`config.mk`:
```
export PLATFORM = sky130hd
export DESIGN_NAME = voice_allocator_flat
export DESIGN_NICKNAME = d
export VERILOG_FILES = /design/src/rtl/voice_allocator_pkg.sv /design/src/rtl/voice_allocator_if.sv /design/src/rtl/voice_allocator_lru_rank_tracker.sv /design/src/rtl/voice_allocator.sv /design/src/flat_wrapper.sv
export SDC_FILE = /design/constraint.sdc
export NUM_CORES = 1
export LEC_CHECK = 0
export CORE_MARGIN = 2
export CORE_UTILIZATION = 40
export CTS_CLUSTER_SIZE = 10
export DETAILED_ROUTE_END_ITERATION = 10
export GPL_TIMING_DRIVEN = 0
export PLACE_DENSITY = 0.69
export SETUP_SLACK_MARGIN = 0.4
export SYNTH_ARGS = -nofsm -noshare
export SYNTH_HDL_FRONTEND = slang
export SYNTH_SLANG_ARGS = --single-unit
```
`constraint.sdc`:
```
create_clock -name clk -period 5.8 [get_ports clk]
set_input_delay 1.16 -clock clk [delete_from_list [all_inputs] [get_ports clk]]
set_output_delay 1.16 -clock clk [all_outputs]
set_load 0.02 [all_outputs]
```
`src/rtl/voice_allocator_pkg.sv`:
```
// Shared defaults and helpers for the voice allocator slice.
// Note/duration/voice defaults match song_reader and chord_player.
package voice_allocator_pkg;

    localparam int DEF_NUM_VOICES = 3;
    localparam int DEF_NOTE_W     = 6;
    localparam int DEF_DUR_W      = 6;
    localparam int DEF_STEAL      = 1;

    localparam logic [7:0] STEAL_COUNT_MAX = 8'hFF;

    // Width needed to hold a voice index or an LRU rank; never below one bit.
    function automatic int rank_width(input int n);
        return (n <= 2) ? 1 : $clog2(n);
    endfunction

endpackage

```
`src/rtl/voice_allocator_if.sv`:
```
// Request handshake and per-voice load/done bus between a note source,
// the allocator and chord_player.
interface voice_allocator_if #(
    parameter int NUM_VOICES = 3,
    parameter int NOTE_W     = 6,
    parameter int DUR_W      = 6
);
    logic                         flush;
    logic                         req_valid;
    logic [NOTE_W-1:0]            req_note;
    logic [DUR_W-1:0]             req_duration;
    logic                         req_ready;
    logic [NUM_VOICES*NOTE_W-1:0] note_out;
    logic [NUM_VOICES*DUR_W-1:0]  duration_out;
    logic [NUM_VOICES-1:0]        load_new_note;
    logic [NUM_VOICES-1:0]        done_with_note;
    logic [NUM_VOICES-1:0]        busy_voices;
    logic [7:0]                   steal_count;

    modport master (
        output flush, req_valid, req_note, req_duration, done_with_note,
        input  req_ready, note_out, duration_out, load_new_note, busy_voices, steal_count
    );

    modport slave (
        input  flush, req_valid, req_note, req_duration, done_with_note,
        output req_ready, note_out, duration_out, load_new_note, busy_voices, steal_count
    );
endinterface

```
`src/rtl/voice_allocator_lru_rank_tracker.sv`:
```
// LRU rank vector: rank 0 is the most recently loaded voice, NUM_VOICES-1 the oldest.
// Ranks are always a permutation of 0..NUM_VOICES-1.
module lru_rank_tracker
    import voice_allocator_pkg::*;
#(
    parameter int NUM_VOICES = DEF_NUM_VOICES,
    parameter int RANK_W     = rank_width(NUM_VOICES)
) (
    input  logic              clk,
    input  logic              reset,
    input  logic              load_valid,
    input  logic [RANK_W-1:0] load_idx,
    output logic [RANK_W-1:0] oldest_idx
);

    logic [RANK_W-1:0] rank_reg [NUM_VOICES];
    logic [RANK_W-1:0] load_rank;

    assign load_rank = rank_reg[load_idx];

    genvar gi;
    generate
        for (gi = 0; gi < NUM_VOICES; gi++) begin : g_rank
            // Voices more recent than the loaded one age by one; the loaded voice becomes newest.
            always_ff @(posedge clk) begin
                if (!reset) begin
                    rank_reg[gi] <= RANK_W'(gi);
                end else if (load_valid) begin
                    if (load_idx == RANK_W'(gi)) begin
                        rank_reg[gi] <= '0;
                    end else if (rank_reg[gi] < load_rank) begin
                        rank_reg[gi] <= rank_reg[gi] + 1'b1;
                    end
                end
            end
        end
    endgenerate

    always_comb begin
        oldest_idx = '0;
        for (int v = 0; v < NUM_VOICES; v++) begin
            if (rank_reg[v] == RANK_W'(NUM_VOICES - 1)) begin
                oldest_idx = RANK_W'(v);
            end
        end
    end

endmodule

```
`src/rtl/voice_allocator.sv`:
```
// Routes note requests onto chord_player voices: lowest free voice first,
// otherwise steal the least recently loaded voice (or stall when STEAL=0).
module voice_allocator
    import voice_allocator_pkg::*;
#(
    parameter int NUM_VOICES = DEF_NUM_VOICES,
    parameter int NOTE_W     = DEF_NOTE_W,
    parameter int DUR_W      = DEF_DUR_W,
    parameter int STEAL      = DEF_STEAL
) (
    input  logic            clk,
    input  logic            reset,
    voice_allocator_if.slave bus
);

    localparam int RANK_W = rank_width(NUM_VOICES);

    logic [NUM_VOICES-1:0]        busy_reg;
    logic [NUM_VOICES-1:0]        busy_next;
    logic [NUM_VOICES-1:0]        load_reg;
    logic [NUM_VOICES-1:0]        load_onehot;
    logic [NUM_VOICES*NOTE_W-1:0] note_reg;
    logic [NUM_VOICES*DUR_W-1:0]  dur_reg;
    logic [7:0]                   steal_cnt_reg;

    logic              free_any;
    logic [RANK_W-1:0] free_idx;
    logic [RANK_W-1:0] oldest_idx;
    logic [RANK_W-1:0] load_idx;
    logic              accept;
    logic              steal;

    // Priority encoder: scanning downward leaves the lowest free index.
    always_comb begin
        free_idx = '0;
        for (int v = NUM_VOICES - 1; v >= 0; v--) begin
            if (!busy_reg[v]) begin
                free_idx = RANK_W'(v);
            end
        end
    end

    assign free_any      = |(~busy_reg);
    assign bus.req_ready = reset && !bus.flush && (free_any || (STEAL != 0));
    assign accept        = bus.req_valid && bus.req_ready;
    assign steal         = accept && !free_any;
    assign load_idx      = free_any ? free_idx : oldest_idx;

    lru_rank_tracker #(
        .NUM_VOICES (NUM_VOICES),
        .RANK_W     (RANK_W)
    ) u_rank (
        .clk        (clk),
        .reset      (reset),
        .load_valid (accept),
        .load_idx   (load_idx),
        .oldest_idx (oldest_idx)
    );

    genvar gi;
    generate
        for (gi = 0; gi < NUM_VOICES; gi++) begin : g_voice
            assign load_onehot[gi] = accept && (load_idx == RANK_W'(gi));

            always_ff @(posedge clk) begin
                if (!reset) begin
                    note_reg[gi*NOTE_W +: NOTE_W] <= '0;
                    dur_reg[gi*DUR_W +: DUR_W]    <= '0;
                end else if (load_onehot[gi]) begin
                    note_reg[gi*NOTE_W +: NOTE_W] <= bus.req_note;
                    dur_reg[gi*DUR_W +: DUR_W]    <= bus.req_duration;
                end
            end
        end
    endgenerate

    // A load on the same voice as a done pulse wins because the OR comes last.
    always_comb begin
        if (bus.flush) begin
            busy_next = '0;
        end else begin
            busy_next = (busy_reg & ~bus.done_with_note) | load_onehot;
        end
    end

    always_ff @(posedge clk) begin
        if (!reset) begin
            busy_reg      <= '0;
            load_reg      <= '0;
            steal_cnt_reg <= '0;
        end else begin
            busy_reg <= busy_next;
            load_reg <= load_onehot;
            if (steal && (steal_cnt_reg != STEAL_COUNT_MAX)) begin
                steal_cnt_reg <= steal_cnt_reg + 8'd1;
            end
        end
    end

    assign bus.note_out      = note_reg;
    assign bus.duration_out  = dur_reg;
    assign bus.load_new_note = load_reg;
    assign bus.busy_voices   = busy_reg;
    assign bus.steal_count   = steal_cnt_reg;

endmodule

```
`src/flat_wrapper.sv`:
```
// flat-port wrapper written by rule: the top's interface ports become plain ports
module voice_allocator_flat import voice_allocator_pkg::*;
#(
    parameter int NUM_VOICES = DEF_NUM_VOICES,
    parameter int NOTE_W     = DEF_NOTE_W,
    parameter int DUR_W      = DEF_DUR_W,
    parameter int STEAL      = DEF_STEAL
)
  (clk, reset, bus_flush, bus_req_valid, bus_req_note, bus_req_duration, bus_done_with_note, bus_req_ready, bus_note_out, bus_duration_out, bus_load_new_note, bus_busy_voices, bus_steal_count);
  voice_allocator_if #(.NUM_VOICES(NUM_VOICES), .NOTE_W(NOTE_W), .DUR_W(DUR_W)) bus_i ();
  input  logic clk;
  input  logic reset;
  input wire logic [$bits(bus_i.flush)-1:0] bus_flush;
  input wire logic [$bits(bus_i.req_valid)-1:0] bus_req_valid;
  input wire logic [$bits(bus_i.req_note)-1:0] bus_req_note;
  input wire logic [$bits(bus_i.req_duration)-1:0] bus_req_duration;
  input wire logic [$bits(bus_i.done_with_note)-1:0] bus_done_with_note;
  output wire logic [$bits(bus_i.req_ready)-1:0] bus_req_ready;
  output wire logic [$bits(bus_i.note_out)-1:0] bus_note_out;
  output wire logic [$bits(bus_i.duration_out)-1:0] bus_duration_out;
  output wire logic [$bits(bus_i.load_new_note)-1:0] bus_load_new_note;
  output wire logic [$bits(bus_i.busy_voices)-1:0] bus_busy_voices;
  output wire logic [$bits(bus_i.steal_count)-1:0] bus_steal_count;
  assign bus_i.flush = bus_flush;
  assign bus_i.req_valid = bus_req_valid;
  assign bus_i.req_note = bus_req_note;
  assign bus_i.req_duration = bus_req_duration;
  assign bus_i.done_with_note = bus_done_with_note;
  assign bus_req_ready = bus_i.req_ready;
  assign bus_note_out = bus_i.note_out;
  assign bus_duration_out = bus_i.duration_out;
  assign bus_load_new_note = bus_i.load_new_note;
  assign bus_busy_voices = bus_i.busy_voices;
  assign bus_steal_count = bus_i.steal_count;
  voice_allocator #(.NUM_VOICES(NUM_VOICES), .NOTE_W(NOTE_W), .DUR_W(DUR_W), .STEAL(STEAL)) u_core (.clk(clk), .reset(reset), .bus(bus_i));
endmodule
```
==> metrics, run 1 <==
hold_ws=about 0.46 ns; GRT Total Usage=19.9%; crit start category=input pin; Slowest-stage cell, CP=clkdlybuf4s50_1; Least-Margin Pin Slew=0.542 ns; Area Growth Syn to Fin=35.7%; H-tree levels=2; asr flop ratio synth=0%; Worst EP arrival=2.56 ns; core area=0.00592 sq mm; Multi-input gate area=~0.0012 sq mm; root buffer cell=clkbuf_8; crit end category=primary output; TritonCTS clock tree=yes; Slowest Stage Delay on Critical Path=0.62 ns; Avg Synthesized Cell Area=8.59 sq um; Synth cell types=50; Final WS setup=just over 2 ns; post-place instance area=0.00323 sq mm; syn nets=308; Routed WL=6.37 mm; Buf/Inv on CP=3; sequential share of the synthesized area=48.1%; initial antenna violation count=0; CTS Buf Count=5; PortBufs=68; Setup Skew=between 0.015 and 0.02 ns; worst path cell trace=clkdlybuf4s50_1 > nand2b_1 > inv_1 > clkdlybuf4s50_1; DRC violation count after routing=0; final HPWL from detailed placement=4.74 mm; Reg clk slew, reported paths=0.11 ns; Worst-Skew Late Latency=about 0.32 ns; Starting Density=41.5%; Yosys reg bits=56; Core Util, Final=56.3%; die area=0.00678 sq mm; fin area=0.00333 sq mm; Placement Setup Slack=about 2.1 ns; post-synthesis cell count=286; die height=82.4 um; synth warn=0; largest net degree at the start of global routing=21; Crit Path Max Fanout=4; fin crit share=64.2%; Power Dens Cells=approximately 210 mW/mm^2; IO Pins=70; Placed Cells=429; mean routed wirelength per cell=14.6 um; setup bufs post-CTS=0; GPL Wtd Cong=0.908; Slew HR=63.8%; Final setup viols=0; RSZ-0062 raised after global routing=false; total number of vias=between 2000 and 2500; min Tclk post-route=around 3.7 ns; most frequent CP cell=clkdlybuf4s50_1; Max IR drop VDD=between 0.1 and 0.15 mV; Setup CP Type=input pin to primary output; status=finished clean; Slew Limit Fails=0; Antenna diodes=0; Register Area=roughly 0.0012 sq mm; first-pass GRT wire length=~10 mm; global route overflow=0; Synth Flop Type=dfxtp_1; share of cells above drive strength 1=9.12%; Max Clk Rate=269 MHz; First DRT Iteration DRCs=80; vias in the first global route=2182; most frequent cells in the layout=75 x nand2_1, 68 x clkdlybuf4s50_1, 50 x dfxtp_1, 30 x a21oi_1, 17 x o21ai_0; EDFF count, synth=6; setup tns final=0 ns; Hold Path Class=flop to flop; leakage=1.15 nW; DR pass1 iterations=4; commonest non-fill, non-tap cell in the layout=nand2_1; fillers=between 500 and 600; Final Hold Fails=0; synthesized area=0.00246 sq mm; clock buffer depth=2; Final Power=~0.70 mW; number of max-cap violations=0; Post-CTS Resized=0; # nets final=383; die span in x=82.4 um; site row count=28; clock sinks=56; worst path required time=roughly 4.6 ns; post-DR vias/cell=between 5 and 6; Crit path max-delay family=buffers and inverters; Layout Cells excl Fill=437; Final ANT Viol Nets=0; Post-CTS Hold Buffers=0
[final timing paths]
check	end	depth (start not counted)	start	slack, ns
setup / recovery	bus_req_ready	4	bus_flush	2.08
hold / removal	u_core.bus.note_out[15]	2	u_core.bus.note_out[15]	0.46
setup reg to reg	u_core.u_rank.rank_reg[2][0]	6	u_core.u_rank.rank_reg[2][1]	3.38
hold reg to reg	u_core.bus.note_out[15]	2	u_core.bus.note_out[15]	0.46
[logic make-up after synthesis]
group           count (synthesis)  synth area share [%]
fa+ha+maj                       6                  2.80
simple gates                  133                  26.8
xor+xnor                        6                  2.14
mux                             4                  1.68
buf+inv                        23                  4.13
compound gates                 58                  14.3
flops                          56                  48.1
[power by group]
part	switching, mW	leakage (nW)	internal (mW)
registers	0.00448	0.460	0.397
clock network	0.144	0.0515	0.0913
logic	0.0351	0.637	0.0293
total	0.184	1.15	0.518
[tightest hold or removal path, cell delays in order (launching register included)]
cell and delay (ns):
dfxtp_1 0.32, nand2_1 0.05, a21oi_1 0.05
[synthesized netlist by cell type, types with 2 or more instances]
library cell | n | share of area [%]
nand2_1 | 75 | 11
dfxtp_1 | 50 | 41
a21oi_1 | 30 | 6.1
o21ai_0 | 17 | 3.5
nor2_1 | 15 | 2.3
nand3_1 | 8 | 1.6
inv_1 | 7 | 1.1
clkbuf_1 | 6 | 0.92
edfxtp_1 | 6 | 7.3
nand4_1 | 6 | 1.5
buf_2 | 5 | 1.0
xor2_1 | 5 | 1.8
ha_1 | 3 | 1.5
mux2i_1 | 3 | 1.2
nand2b_1 | 3 | 0.76
or2b_1 | 3 | 0.92
and2b_1 | 2 | 0.61
and3_1 | 2 | 0.51
buf_4 | 2 | 0.61
inv_2 | 2 | 0.31
maj3_1 | 2 | 0.82
nand3b_1 | 2 | 0.61
nor2_2 | 2 | 0.51
nor3_1 | 2 | 0.41
nor4_2 | 2 | 1.0
o211ai_1 | 2 | 0.61
[final cells by class]
cell class	count	area share, %
sequential	56	35.4
multi-input combinational	207	35.2
timing repair buffer	68	20.4
tap	75	2.82
clock buffer	5	2.06
buffer	14	2.03
clock inverter	3	1.01
inverter	9	1.01
[routing by layer]
layer	routed length, um	track usage, %	up-vias
li1	-	-	1130
met1	2920	25.7	1049
met2	2920	32.1	63
met3	430	5.76	9
met4	108	6.33	0
met5	0	0	-
Power figures use the tool's default switching activity.
==> run 2, diff against run 1 <==
==> constraint.sdc (replaced) <==
create_clock -name clk -period 3.7 [get_ports clk]
set_input_delay 0.74 -clock clk [delete_from_list [all_inputs] [get_ports clk]]
set_output_delay 0.74 -clock clk [all_outputs]
set_load 0.02 [all_outputs]
==> results of run 2 <==
The final DEF is identical to that of run 1. Status: finished clean.
Among the figures that moved: setup slack after placement 2.06 ns -> 0.802 ns; setup slack after layout 2.08 ns -> 0.818 ns; register-to-register setup slack 3.38 ns -> 1.28 ns; total power 0.702 mW -> 1.10 mW; worst IR drop on VDD 0.129 mV -> 0.203 mV
